### src/rtl/ram_dma_pkg.sv
// rtl/ram_dma_pkg.sv - shared types and constants for the RAM block mover
// Contents: FSM state enum, RAM byte-enable encodings, transfer mode encodings.
package ram_dma_pkg;

  typedef enum logic [1:0] {
    IDLE = 2'd0,
    RD   = 2'd1,
    WR   = 2'd2,
    DONE = 2'd3
  } state_t;

  localparam logic [3:0] WBE_NONE = 4'b0000;
  localparam logic [3:0] WBE_ALL  = 4'b1111;

  localparam logic MODE_COPY = 1'b0;
  localparam logic MODE_FILL = 1'b1;

endpackage

### src/rtl/ram_dma_copy.sv
// rtl/ram_dma_copy.sv - word-granular memory-to-memory copier on a single-port RAM
// Ports:
//   clk, reset                 clock, synchronous active-high reset
//   start                      one-cycle request, honoured only while idle
//   src_addr, dst_addr, length transfer descriptor, latched on accepted start
//   mode, fill_value           (RAM_DMA_FILL_EN only) copy/fill select and fill word
//   busy, done                 transfer in progress / one-cycle completion pulse
//   mem_*                      RAM initiator port; mem_data_read has one-cycle latency
// Build option: define RAM_DMA_FILL_EN to add the fill mode and its two ports.
module ram_dma_copy
  import ram_dma_pkg::*;
#(
  parameter int ADDR_WIDTH = 15,
  parameter int LEN_WIDTH  = ADDR_WIDTH + 1
) (
  input  logic                  clk,
  input  logic                  reset,
  input  logic                  start,
  input  logic [ADDR_WIDTH-1:0] src_addr,
  input  logic [ADDR_WIDTH-1:0] dst_addr,
  input  logic [LEN_WIDTH-1:0]  length,
`ifdef RAM_DMA_FILL_EN
  input  logic                  mode,
  input  logic [31:0]           fill_value,
`endif
  output logic                  busy,
  output logic                  done,
  output logic [ADDR_WIDTH-1:0] mem_address,
  output logic                  mem_enable,
  output logic [3:0]            mem_write_byte_enable,
  output logic [31:0]           mem_data_write,
  input  logic [31:0]           mem_data_read
);

  state_t                state_q, state_d;
  logic [ADDR_WIDTH-1:0] src_q, dst_q;
  logic [LEN_WIDTH-1:0]  count_q;
  logic                  mode_q;
  logic [31:0]           fill_q;

  // Without the fill option the mode is pinned to copy so the datapath below
  // is the same in both builds; the fill register folds away.
  logic                  mode_in;
  logic [31:0]           fill_in;
`ifdef RAM_DMA_FILL_EN
  assign mode_in = mode;
  assign fill_in = fill_value;
`else
  assign mode_in = MODE_COPY;
  assign fill_in = '0;
`endif

  logic accept;
  logic last_word;
  logic fill_active;

  assign accept      = (state_q == IDLE) && start && (length != '0);
  assign last_word   = (count_q == LEN_WIDTH'(1));
  assign fill_active = (mode_q == MODE_FILL);

  always_ff @(posedge clk) begin
    if (reset) begin
      state_q <= IDLE;
      src_q   <= '0;
      dst_q   <= '0;
      count_q <= '0;
      mode_q  <= MODE_COPY;
      fill_q  <= '0;
    end else begin
      state_q <= state_d;
      if (accept) begin
        src_q   <= src_addr;
        dst_q   <= dst_addr;
        count_q <= length;
        mode_q  <= mode_in;
        fill_q  <= fill_in;
      end
      // Pointers advance once per written word; wrap at the top of memory.
      if (state_q == WR) begin
        src_q   <= src_q + ADDR_WIDTH'(1);
        dst_q   <= dst_q + ADDR_WIDTH'(1);
        count_q <= count_q - LEN_WIDTH'(1);
      end
    end
  end

  always_comb begin
    state_d = state_q;
    case (state_q)
      IDLE: begin
        if (start) begin
          if (length == '0)            state_d = DONE;
          else if (mode_in == MODE_FILL) state_d = WR;
          else                         state_d = RD;
        end
      end
      RD:   state_d = WR;
      WR: begin
        if (last_word)        state_d = DONE;
        else if (fill_active) state_d = WR;
        else                  state_d = RD;
      end
      DONE: state_d = IDLE;
      default: state_d = IDLE;
    endcase
  end

  // RAM port decode. In WR the read word from the preceding RD cycle is
  // forwarded straight to the write port without a holding register.
  always_comb begin
    busy                  = (state_q != IDLE);
    done                  = (state_q == DONE);
    mem_enable            = 1'b0;
    mem_write_byte_enable = WBE_NONE;
    mem_address           = '0;
    mem_data_write        = '0;
    case (state_q)
      RD: begin
        mem_enable  = 1'b1;
        mem_address = src_q;
      end
      WR: begin
        mem_enable            = 1'b1;
        mem_write_byte_enable = WBE_ALL;
        mem_address           = dst_q;
        mem_data_write        = fill_active ? fill_q : mem_data_read;
      end
      default: ;
    endcase
  end

endmodule

### config.mk
export PLATFORM = sky130hd
export DESIGN_NAME = ram_dma_copy
export DESIGN_NICKNAME = d
export VERILOG_FILES = /design/src/rtl/ram_dma_pkg.sv /design/src/rtl/ram_dma_copy.sv
export SDC_FILE = /design/constraint.sdc
export NUM_CORES = 1
export LEC_CHECK = 0
export ABC_AREA = 1
export CAP_MARGIN = 20
export CORE_MARGIN = 4
export CORE_UTILIZATION = 46
export DETAILED_ROUTE_END_ITERATION = 6
export PLACE_DENSITY = 0.88
export RECOVER_POWER = 100
export SYNTH_ARGS = -nofsm -noshare
export SYNTH_HDL_FRONTEND = slang
export SYNTH_SLANG_ARGS = --single-unit
### constraint.sdc
create_clock -name clk -period 2.3 [get_ports clk]
set_input_delay 0.46 -clock clk [delete_from_list [all_inputs] [get_ports clk]]
set_output_delay 0.46 -clock clk [all_outputs]
set_load 0.02 [all_outputs]
==> metrics.md <==
| Metric | Value |
|---|---|
| FF/Latch Area | `963 sq um` |
| Hold_buf cts | `0` |
| H-Tree Depth | `2` |
| Initial DRC Count | `441` |
| DRC viols | `0` |
| Max Cap Viol | `0` |
| Routed length per instance | `13.9 microns` |
| CP Buf/Inv Count | `4` |
| Post-synth EDFFs | `0` |
| # fillers | `734` |
| Synth-to-Final Area Change | `38.6%` |
| Startpoint Class | `flip-flop` |
| ANT nets after route | `0` |
| Antenna violations before repair | `0` |
| Worst-path clk slew | `0.09 ns` |
| Critical Path Sink Type | `output pin` |
| Worst path cell trace | `inv_1 > ha_2 > buf_12 > buf_12 > dlygate4sd2_1` |
| Most common cell in the synthesized netlist | `nand2_1` |
| Worst skew pair latency | `0.30 ns` |
| Area leader, netlist | `dfxtp_1` |
| Die height | `100 microns` |
| Net Count, Synth | `793` |
| CP top delay family | `buffers and inverters` |
| Final clock skew | `0.00613 ns` |
| CTS Buf Count | `5` |
| CP required | `1.84 ns` |
| Peak supply drop | `342 uV` |
| IO buf count | `134` |
| Die area | `0.0100 sq mm` |
| Syn_area_per_cell | `5.55 sq um` |
| Crit-path max FO | `35` |
| Routability congestion estimate | `0.944` |
| Most frequent CP cell | `buf_12` |
| Final wirelength | `13000 microns` |
| Number of synthesized register bits | `48` |
| Ys async rst share | `0%` |
| Placed Cells | `928` |
| DR vias/cell | `5.31` |
| Initial Util | `47.5%` |
| GRT Resource Usage Total | `25.6%` |
| Power density cells | `572 mW/mm^2` |
| Initial DRT Pass Iterations | `5` |
| Pins Over Slew Limit | `0` |
| Clock Tree Buf Depth | `2` |
| CTS tree | `yes` |
| Largest net degree at the start of global routing | `36` |
| Main synth FF type | `dfxtp_1` |
| Hold Crit Class | `reg2reg` |
| # clock sinks | `48` |
| Synthesis Warnings | `0` |
| Levels on crit path | `5` |
| Post-synthesis instance total | `703` |
| Worst hold stages | `2` |
| Leak | `0.00273 uW` |
| Yosys top cell area share | `24.6%` |
| # setup viols final | `0` |
| CP max stage delay | `0.35 ns` |
| Mapped cell area | `0.00390 sq mm` |
| ANT cells | `0` |
| DP HPWL | `9850 microns` |
| Gr ovfl total | `0` |
| Max Fclk | `453 MHz` |
| Row count | `33` |
| Fin. Hold Viols | `0` |
| Die X-Extent | `100 microns` |
| Synth cell count leaders | `nand2_1 (235), nor2_1 (97), inv_1 (87), nand3_1 (66)` |
| Critical Path AT | `1.75 ns` |
| Vias in the first global route | `4641` |
| Core ar. | `0.00822 sq mm` |
| Worst reg-to-reg path cell count | `8` |
| Top Ports | `135` |
| Min Clock Period, post-route | `2.21 ns` |
| First-pass GRT wire length | `21300 microns` |
| Yosys cell types | `32` |
| DR vias | `4987` |
| Final worst-path cycle share | `96.0%` |
| Non-Filler Instances | `939` |
| CP Class | `reg2out` |
| Synth area leaders | `dfxtp_1 (25%), nand2_1 (23%), nor2_1 (9.3%)` |
| Critical Path Slowest Stage Cell | `dfxtp_2` |
| Worst Max-Slew Pin Slew | `0.395 ns` |
| Clock root cell | `clkbuf_8` |
| # nets final | `924` |
| Relative slew slack | `73.6%` |
| Seq/Total Area, Yosys | `24.6%` |
| Final Util | `65.8%` |
| Area of the multi-input gates | `0.00245 sq mm` |
| Outcome | `finished, final reports clean` |
| Share of layout cells above drive strength 1 | `9.83%` |
## cells by family (layout without fill, tap and decap cells)
group | Yosys count | count (layout) | synth area share, %
and+or+nand+nor | 441 | 441 | 47.9
buffers and inverters | 120 | 251 | 12.9
AOI/OAI and AO/OA | 84 | 84 | 11.4
DFF | 48 | 48 | 24.6
adders and majority gates | 9 | 9 | 2.89
xor gates and xnor gates | 1 | 1 | 0.225
## path summary, 6_finish.rpt
check              startpoint                        to  slack (ns)
setup / recovery   state_q[0]  mem_write_byte_enable[1]        0.09
hold / removal    count_q[10]               count_q[10]        0.48
setup reg to reg   state_q[0]                count_q[8]        0.34
hold reg to reg   count_q[10]               count_q[10]        0.48
## metrics by stage
step	setup slack [ns]	setup TNS [ns]	hold WS, ns	total power, uW	area [sq um]
after floorplan	0.0247	0	0.460	1980	3900
after global placement	0.0811	0	0.468	2510	5430
after detailed placement	0.0226	0	0.476	2560	5430
after CTS	0.00292	0	0.487	3070	5470
after global routing	-0.00651	-0.00651	0.516	3310	5410
final	0.0917	0	0.485	3090	5410
## worst min-delay path, cell delays in order, from the launching register on
cell,delay (ns)
dfxtp_1,0.32
nand3_1,0.07
a21oi_1,0.06
## cell type report
class	instances	area share [%]
flip-flops and latches	48	17.8
inverters	87	6.11
repair buffers	157	26.8
clock buffers	5	1.27
multi-input cells	535	45.3
well taps	105	2.43
clock inverters	2	0.231
## metal layers
| metal | GRT usage (%) | share of wire [%] | vias up |
|---|---|---|---|
| li1 | - | - | 2474 |
| met1 | 32.0 | 40 | 2186 |
| met2 | 43.0 | 46 | 285 |
| met3 | 5.35 | 12 | 42 |
| met4 | 10.6 | 2.7 | 0 |
| met5 | 0 | 0 | - |
## flip-flops by register name, indices dropped and copies added (netlist names)
signal and flops:
state_q 2, count_q 16, dst_q 15, src_q 15
## report_power, final
part	total [uW]	internal, uW	switching (uW)
clock	500	207	293
sequential	1120	960	159
combinational	1480	613	863
total	3090	1780	1310
## placed cells by master, fill, tap and decap left out, types with 19 or more instances in the layout
master,Yosys,final
a21oi_1,48,48
o21ai_0,25,25
inv_1,87,86
nand3_1,66,66
nor2_1,97,97
dlygate4sd2_1,0,19
dfxtp_1,48,46
buf_4,5,20
nand2_1,235,235
clkdlybuf4s50_1,0,82
nand4_1,19,19
## what timing repair did
item                       in CTS  in global routing
setup endpoints to repair      52                 32
setup buffers                   4                  0
gates resized for setup        92                 47
(Power assumes the default switching activity.)
